--- config.mk ---
export PLATFORM = sky130hd
export DESIGN_NAME = patch_window_gen
export DESIGN_NICKNAME = d
export VERILOG_FILES = /design/src/rtl/patch_pkg.sv /design/src/rtl/coord_clamp.sv /design/src/rtl/patch_window_gen.sv
export SDC_FILE = /design/constraint.sdc
export NUM_CORES = 1
export LEC_CHECK = 0
export CORE_MARGIN = 2
export CORE_UTILIZATION = 40
export CTS_BUF_LIST = sky130_fd_sc_hd__clkbuf_4 sky130_fd_sc_hd__clkbuf_8
export DETAILED_ROUTE_END_ITERATION = 8
export GPL_TIMING_DRIVEN = 0
export PLACE_DENSITY_LB_ADDON = 0.12
export SLEW_MARGIN = 0
export SYNTH_ARGS = -nofsm -noshare
export SYNTH_HDL_FRONTEND = slang
export SYNTH_SLANG_ARGS = --single-unit
--- constraint.sdc ---
create_clock -name clk -period 20.2 [get_ports clk]
set_input_delay 4.04 -clock clk [delete_from_list [all_inputs] [get_ports clk]]
set_output_delay 4.04 -clock clk [all_outputs]
set_load 0.01 [all_outputs]
--- src/rtl/patch_pkg.sv ---
// Shared types and width helpers for the LK patch window generator.
// Dimension helper derives per-level image size from the level-0 size.
package patch_pkg;

  typedef enum logic [1:0] {
    IDLE  = 2'd0,
    SETUP = 2'd1,
    RUN   = 2'd2
  } state_t;

  localparam int DEF_PR     = 16;
  localparam int DEF_PC     = 16;
  localparam int DEF_ROWS   = 436;
  localparam int DEF_COLS   = 1024;
  localparam int DEF_LEVELS = 3;

  // Index width for a range of n values; never below one bit.
  function automatic int idx_w(input int n);
    return (n <= 1) ? 1 : $clog2(n);
  endfunction

  // Width of a patch-relative index for a patch of 2*half+1 positions.
  function automatic int patch_w(input int half);
    return idx_w(2 * half + 1);
  endfunction

  localparam int DEF_ROW_W  = idx_w(DEF_ROWS);
  localparam int DEF_COL_W  = idx_w(DEF_COLS);
  localparam int DEF_PROW_W = patch_w(DEF_PR);
  localparam int DEF_PCOL_W = patch_w(DEF_PC);

  // Size of one axis on pyramid level lv.
  function automatic int unsigned lvl_dim(input int unsigned full, input int unsigned lv);
    return full >> lv;
  endfunction

endpackage

--- src/rtl/coord_clamp.sv ---
// Bounds check of one signed tap coordinate against an axis size: returns the
// coordinate pulled into 0..limit-1 and whether it was outside. Purely combinational.
module coord_clamp #(
  parameter int CW = 11,
  parameter int LW = 10
) (
  input  logic signed [CW-1:0] coord,
  input  logic        [LW-1:0] limit,
  output logic        [LW-1:0] clamped,
  output logic                 oob
);

  logic signed [CW-1:0] lim_s;

  assign lim_s = $signed({{(CW-LW){1'b0}}, limit});

  always_comb begin
    clamped = coord[LW-1:0];
    oob     = 1'b0;
    if (coord[CW-1]) begin
      clamped = '0;
      oob     = 1'b1;
    end else if (coord >= lim_s) begin
      clamped = limit - 1'b1;
      oob     = 1'b1;
    end
  end

endmodule

--- src/rtl/patch_window_gen.sv ---
// 2x2 bilinear tap addresses for every position of a tracking patch, one window per cycle;
// first window 2 cycles after start, outputs frozen while out_ready is low. PATCH_CLAMP_EN selects border replication.
module patch_window_gen
  import patch_pkg::*;
#(
  parameter int PR     = 16,
  parameter int PC     = 16,
  parameter int ROWS   = 436,
  parameter int COLS   = 1024,
  parameter int LEVELS = 3,
  parameter int IMBITS = 20
) (
  input  logic                      clk,
  input  logic                      reset,
  input  logic                      start,
  input  logic [idx_w(ROWS)-1:0]    ctr_row,
  input  logic [idx_w(COLS)-1:0]    ctr_col,
  input  logic [idx_w(LEVELS)-1:0]  level,
  input  logic [IMBITS-1:0]         lvl_base,
  output logic                      busy,
  output logic                      out_valid,
  input  logic                      out_ready,
  output logic [IMBITS-1:0]         addr_tl,
  output logic [IMBITS-1:0]         addr_tr,
  output logic [IMBITS-1:0]         addr_bl,
  output logic [IMBITS-1:0]         addr_br,
  output logic [patch_w(PR)-1:0]    out_prow,
  output logic [patch_w(PC)-1:0]    out_pcol,
  output logic                      out_oob,
  output logic                      row_done,
  output logic                      patch_done
);

  localparam int RW  = idx_w(ROWS);
  localparam int CW  = idx_w(COLS);
  localparam int LVW = idx_w(LEVELS);
  localparam int PRW = patch_w(PR);
  localparam int PCW = patch_w(PC);
  localparam int RTW = RW + 2;
  localparam int CTW = CW + 2;
  localparam int AW  = IMBITS + 2;

  localparam logic [PRW-1:0] PROW_LAST = PRW'(2 * PR);
  localparam logic [PCW-1:0] PCOL_LAST = PCW'(2 * PC);
  localparam logic signed [RTW-1:0] R_ONE = RTW'(1);
  localparam logic signed [RTW-1:0] R_TWO = RTW'(2);
  localparam logic signed [CTW-1:0] C_ONE = CTW'(1);

  state_t state_q, state_nxt;

  logic [RW-1:0]     ctr_row_q;
  logic [CW-1:0]     ctr_col_q;
  logic [LVW-1:0]    level_q;
  logic [IMBITS-1:0] base_q;

  logic signed [RTW-1:0] cur_r, row_in, row_in1, row_p2, r0_x;
  logic signed [CTW-1:0] cur_c, col_in1, c0_x;
  logic signed [RW:0]    r0;
  logic signed [CW:0]    c0;
  logic [PRW-1:0]        prow_q;
  logic [PCW-1:0]        pcol_q;

  // rb_top / rb_bot hold the row bases of the (clamped) top and bottom tap rows.
  logic signed [AW-1:0] rb_top, rb_bot, base_x, w_x, rb_setup;
  logic [AW-1:0]        prod;
  logic [IMBITS-1:0]    a_tl, a_tr, a_bl, a_br;

  logic [RW:0] h_dim, rt_cl, rb_cl;
  logic [CW:0] w_dim, ct_cl, cr_cl;
  logic        rt_oob, rb_oob, ct_oob, cr_oob;
  logic        run, hs, last_col, last_row, run_step;

  assign h_dim = (RW+1)'(lvl_dim(ROWS, 32'(level_q)));
  assign w_dim = (CW+1)'(lvl_dim(COLS, 32'(level_q)));

  assign r0   = $signed({1'b0, ctr_row_q}) - $signed((RW+1)'(PR));
  assign c0   = $signed({1'b0, ctr_col_q}) - $signed((CW+1)'(PC));
  assign r0_x = RTW'(r0);
  assign c0_x = CTW'(c0);

  assign run      = (state_q == RUN);
  assign hs       = run & out_ready;
  assign last_col = (pcol_q == PCOL_LAST);
  assign last_row = (prow_q == PROW_LAST);
  assign busy     = (state_q != IDLE);

  // During SETUP the row checkers look at r0 so the one multiply uses its clamped row.
  assign row_in  = (state_q == SETUP) ? r0_x : cur_r;
  assign row_in1 = row_in + R_ONE;
  assign col_in1 = cur_c + C_ONE;
  assign row_p2  = cur_r + R_TWO;

  coord_clamp #(.CW(RTW), .LW(RW+1)) u_row_top (
    .coord(row_in), .limit(h_dim), .clamped(rt_cl), .oob(rt_oob)
  );
  coord_clamp #(.CW(RTW), .LW(RW+1)) u_row_bot (
    .coord(row_in1), .limit(h_dim), .clamped(rb_cl), .oob(rb_oob)
  );
  coord_clamp #(.CW(CTW), .LW(CW+1)) u_col_left (
    .coord(cur_c), .limit(w_dim), .clamped(ct_cl), .oob(ct_oob)
  );
  coord_clamp #(.CW(CTW), .LW(CW+1)) u_col_right (
    .coord(col_in1), .limit(w_dim), .clamped(cr_cl), .oob(cr_oob)
  );

  assign base_x   = $signed({2'b00, base_q});
  assign w_x      = $signed(AW'(w_dim));
  assign prod     = AW'(rt_cl) * AW'(w_dim);
  assign rb_setup = base_x + $signed(prod);

  // Next bottom row differs from the current one only while r+2 stays inside 1..H-1.
  assign run_step = !row_p2[RTW-1] && (row_p2 != '0) && (row_p2 < $signed({1'b0, h_dim}));

  assign a_tl = IMBITS'(rb_top + $signed(AW'(ct_cl)));
  assign a_tr = IMBITS'(rb_top + $signed(AW'(cr_cl)));
  assign a_bl = IMBITS'(rb_bot + $signed(AW'(ct_cl)));
  assign a_br = IMBITS'(rb_bot + $signed(AW'(cr_cl)));

  always_ff @(posedge clk) begin
    if (reset) state_q <= IDLE;
    else       state_q <= state_nxt;
  end

  always_comb begin
    state_nxt = state_q;
    case (state_q)
      IDLE:    if (start) state_nxt = SETUP;
      SETUP:   state_nxt = RUN;
      RUN:     if (hs && last_col && last_row) state_nxt = IDLE;
      default: state_nxt = IDLE;
    endcase
  end

  always_ff @(posedge clk) begin
    if (reset) begin
      ctr_row_q <= '0;
      ctr_col_q <= '0;
      level_q   <= '0;
      base_q    <= '0;
      cur_r     <= '0;
      cur_c     <= '0;
      prow_q    <= '0;
      pcol_q    <= '0;
      rb_top    <= '0;
      rb_bot    <= '0;
    end else begin
      if (state_q == IDLE && start) begin
        ctr_row_q <= ctr_row;
        ctr_col_q <= ctr_col;
        level_q   <= level;
        base_q    <= lvl_base;
      end
      if (state_q == SETUP) begin
        cur_r  <= r0_x;
        cur_c  <= c0_x;
        prow_q <= '0;
        pcol_q <= '0;
        rb_top <= rb_setup;
        rb_bot <= rb_setup + ((rb_cl != rt_cl) ? w_x : '0);
      end else if (hs) begin
        if (last_col) begin
          pcol_q <= '0;
          cur_c  <= c0_x;
          prow_q <= prow_q + 1'b1;
          cur_r  <= cur_r + R_ONE;
          rb_top <= rb_bot;
          rb_bot <= rb_bot + (run_step ? w_x : '0);
        end else begin
          pcol_q <= pcol_q + 1'b1;
          cur_c  <= col_in1;
        end
      end
    end
  end

  always_comb begin
    out_valid  = run;
    addr_tl    = '0;
    addr_tr    = '0;
    addr_bl    = '0;
    addr_br    = '0;
    out_prow   = '0;
    out_pcol   = '0;
    out_oob    = 1'b0;
    row_done   = 1'b0;
    patch_done = 1'b0;
    if (run) begin
`ifdef PATCH_CLAMP_EN
      addr_tl = a_tl;
      addr_tr = a_tr;
      addr_bl = a_bl;
      addr_br = a_br;
`else
      addr_tl = (rt_oob | ct_oob) ? base_q : a_tl;
      addr_tr = (rt_oob | cr_oob) ? base_q : a_tr;
      addr_bl = (rb_oob | ct_oob) ? base_q : a_bl;
      addr_br = (rb_oob | cr_oob) ? base_q : a_br;
`endif
      out_prow   = prow_q;
      out_pcol   = pcol_q;
      out_oob    = rt_oob | rb_oob | ct_oob | cr_oob;
      row_done   = hs & last_col;
      patch_done = hs & last_col & last_row;
    end
  end

endmodule

==> flow_summary.ini <==
[placed_design]
place_hpwl_um = 35600
placed_cells = 2255
gp_congestion = 0.948
port_buffers = 140
place_area_um2 = 14200

[critical_path]
cp.arrival_ns = 8.49
worstSetupStartpoint = level_q[0]$_SDFFE_PP0P_
r2r-end = rb_bot[19]$_SDFFE_PP0P_
worst-setup-path-type = reg2out
worstSetupEndpointType = primary output
cp_max_fo = 10
worstPathRequired_ns = 16.16
crit_path_end = addr_bl[13]
r2r_slack_ns = 11.84
startpoint_type = flop
rr_startpoint = level_q[0]$_SDFFE_PP0P_
worstRegToRegCells = 29

[grt]
overflow = 0
antenna_found_initial = 0
use_met2_pct = 43.3
grt_pass1_vias = 11700
gr-max-usage-layer = met2
track_usage_pct = 26.2
grtUsageMet1_pct = 34.3
grt_start_max_net_pins = 22
grt_pass1_wl_um = 66800
grtUsageMet3_pct = 3.34

[synthesis]
syn_avg_cell_area_um2 = 7.16
synth_top_cell_area_share_pct = 18.0
synth_top_cell_by_area = dfxtp_1
syn_area_um2 = 12300
synth_fa_ha_area_share_pct = 18.4
synth_area_leaders = dfxtp_1, ha_1, a21oi_1, nand2_1, xnor2_1
synthArstFlopShare_pct = 0
muxShareOfSynthArea_pct = 2.89
syn_inst = 1719
synth_compound_area_share_pct = 19.9
synth_seq_cells = 111
synth_edf_count = 0
yosys_warnings = 0
yosys.area_share.simple_pct = 24.4
synthXorXnorAreaFrac_pct = 9.33
synth_top_family_by_area = simple AND/OR/NAND/NOR gates
synth_ff_type = dfxtp_1
post_synth_num_cell_types = 80
ys_seq_area_share_pct = 18.0
synth_fp_nets = 1928

[cts]
clock_latency_ns = 0.43
clockBufferDepth = 2
cts_max_level = 3
cts_root_buf = clkbuf_8
clock_sinks = 111
cts_resized = 0
path_clk_slew_ns = 0.12
post_cts.repair.setup_buffers = 0
cts_buffers = 9
cts_tree = built
cts_hold_repair.buffers = 0

[sta]
hold_violations = 0
period_needed_ns = 12.53
fin_hold_ws_ns = 0.476
fin_worst_skew_ns = 0.0172
worstMarginPinSlew_ns = 1.27
tns_ns = 0
max_freq_ghz = 0.0798
slew_viol_final = 0
period_share_pct = 62.0
slew_headroom_pct = 12.9
setup_violations = 0
rsz0062_at_grt = no

[routing]
avgRoutedWirePerCell_um = 19.2
postRouteWirelength_um = 43600
via_per_inst = 5.58
drcViolationCount = 0
drt-initial-drc-count = 999
antenna_left = 0
dr.pass1.iters = 7
vias = 12700

[final_layout]
stdcell_area_um2 = 14400
fin_nets = 2079
areaGrowthSynthToFinish_pct = 17.0
drive_above_1_share_pct = 3.41
multi_input_area_um2 = 9220
fin_cells = 2271
diodes = 0
register_area_um2 = 2220
fillers = 3171

[power_and_ir_drop]
peakVddDrop_mv = 0.0287
powerDensity_nw_per_um2 = 52.1
p_leak_nw = 5.80
finalPower_w = 0.000751

[worst_hold_path]
min_path_type = reg2reg

[die]
start_util_pct = 40.5
dieArea_um2 = 32200
io-pin-count = 142
die_h_um = 179
die_w_um = 179
rows = 64
core_um2 = 30400

[run_status]
status = finished clean

[run]
cap_violations = 0
Yosys cell counts (6+ instances only):
master and instances:
a21oi_1 209, or2_2 9, and3_1 14, ha_1 135
o21a_1 9, buf_2 6, a222oi_1 11, nor2b_1 11
nor3_1 46, dfxtp_1 111, o211ai_1 6, nand2_1 275
a211oi_1 27, nand4_1 13, fa_1 29, a21o_1 18
nor2_1 171, buf_1 9, and2_1 27, nand2b_1 15
nor4_1 8, xnor2_1 88, nand3_1 40, xor2_1 40
mux2i_1 23, inv_1 104, o31ai_1 9, o21ai_0 59
clkbuf_1 86, a31oi_1 11, o21bai_1 8
routing by layer:
layer / vias up / part of all wire (%)
li1: 6184 / -
met2: 423 / 46
met5: - / 0
met3: 75 / 5.2
met4: 0 / 4.0
met1: 5980 / 45
worst max-delay path, cell delays in order (launching register included):
cell             delay, ns
dfxtp_1               0.42
inv_1                 0.27
ha_1                  0.41
clkbuf_1              0.51
clkinv_1              0.48
ha_1                  0.42
o21a_1                0.11
o21a_1                0.10
o21ai_0               0.07
nand2b_1              0.07
clkbuf_1              0.27
clkbuf_1              0.41
nor2_1                0.08
nor2_1                0.23
ha_1                  0.28
a21o_1                0.16
a21oi_1               0.21
o21bai_1              0.14
a2111oi_0             1.12
o31ai_1               0.26
o41ai_1               0.90
nor2_1                0.12
xnor2_1               0.17
a21oi_1               0.25
clkdlybuf4s50_1       0.58
worst min path at each step:
stage	startpoint	endpoint	slack, ns	cells past startpoint
after detailed placement	ctr_col_q[2]$_SDFFE_PP0P_	ctr_col_q[2]$_SDFFE_PP0P_	0.46	2
after CTS	ctr_col_q[2]$_SDFFE_PP0P_	ctr_col_q[2]$_SDFFE_PP0P_	0.48	2
after floorplan	ctr_col_q[0]$_SDFFE_PP0P_	ctr_col_q[0]$_SDFFE_PP0P_	0.44	2
after global placement	ctr_col_q[0]$_SDFFE_PP0P_	ctr_col_q[0]$_SDFFE_PP0P_	0.45	2
final	ctr_col_q[2]$_SDFFE_PP0P_	ctr_col_q[2]$_SDFFE_PP0P_	0.48	2
after global routing	ctr_col_q[2]$_SDFFE_PP0P_	ctr_col_q[2]$_SDFFE_PP0P_	0.50	2
area by class of cell:
class,count,area share [%]
Clock inverter,7,0.512
Clock buffer,9,0.860
Timing Repair Buffer,140,9.73
Tap cell,396,3.44
Inverter,108,2.81
Buffer,109,3.20
Multi-Input combinational cell,1391,64.0
Sequential cell,111,15.4
kinds of logic (layout without fill, tap and decap cells):
group,count (synthesis),after routing
and+or+nand+nor,660,660
DFF,111,111
adders and majority gates,164,164
xor gates and xnor gates,129,129
buffers and inverters,217,373
muxes,31,31
other,1,1
AOI/OAI and AO/OA,406,406
cell usage in the layout (no fill, tap or decap), types with 6 or more instances in the layout:
cell,instances
and2_1,27
xor2_1,40
a31oi_1,11
o21bai_1,8
o21a_1,9
inv_1,104
nand4_1,13
a222oi_1,11
nor3_1,46
nand2_1,275
buf_1,9
a211oi_1,27
o21ai_0,59
dfxtp_1,111
o211ai_1,6
a21oi_1,209
clkbuf_8,9
nand3_1,40
or2_2,9
mux2i_1,23
nor4_1,8
nor2_1,171
nor2b_1,11
nand2b_1,15
o31ai_1,9
clkbuf_1,86
and3_1,14
xnor2_1,88
ha_1,135
buf_2,6
fa_1,29
a21o_1,18
clkdlybuf4s50_1,140
registers in the layout, summed over array words and instances, names as in the netlist:
signal / flops
ctr_row_q: 9
level_q: 2
rb_top: 20
pcol_q: 6
cur_c: 12
cur_r: 11
state_q: 2
prow_q: 6
rb_bot: 13
base_q: 20
ctr_col_q: 10
where the power goes:
| part | switching [W] | internal (W) |
|---|---|---|
| sequential | 0.0000172 | 0.000229 |
| clock | 0.0000965 | 0.0000492 |
| combinational | 0.000227 | 0.000132 |
| total | 0.000341 | 0.000410 |
through the flow:
stage | setup WS, ns | utilization (%)
3_5_place_dp | 8.12 | 46.7
6_report | 7.67 | 47.3
4_1_cts | 7.58 | 47.3
2_1_floorplan | 10.83 | -
5_1_grt | 7.14 | 47.3
3_3_place_gp | 8.22 | 46.7
(Power assumes the default switching activity.)
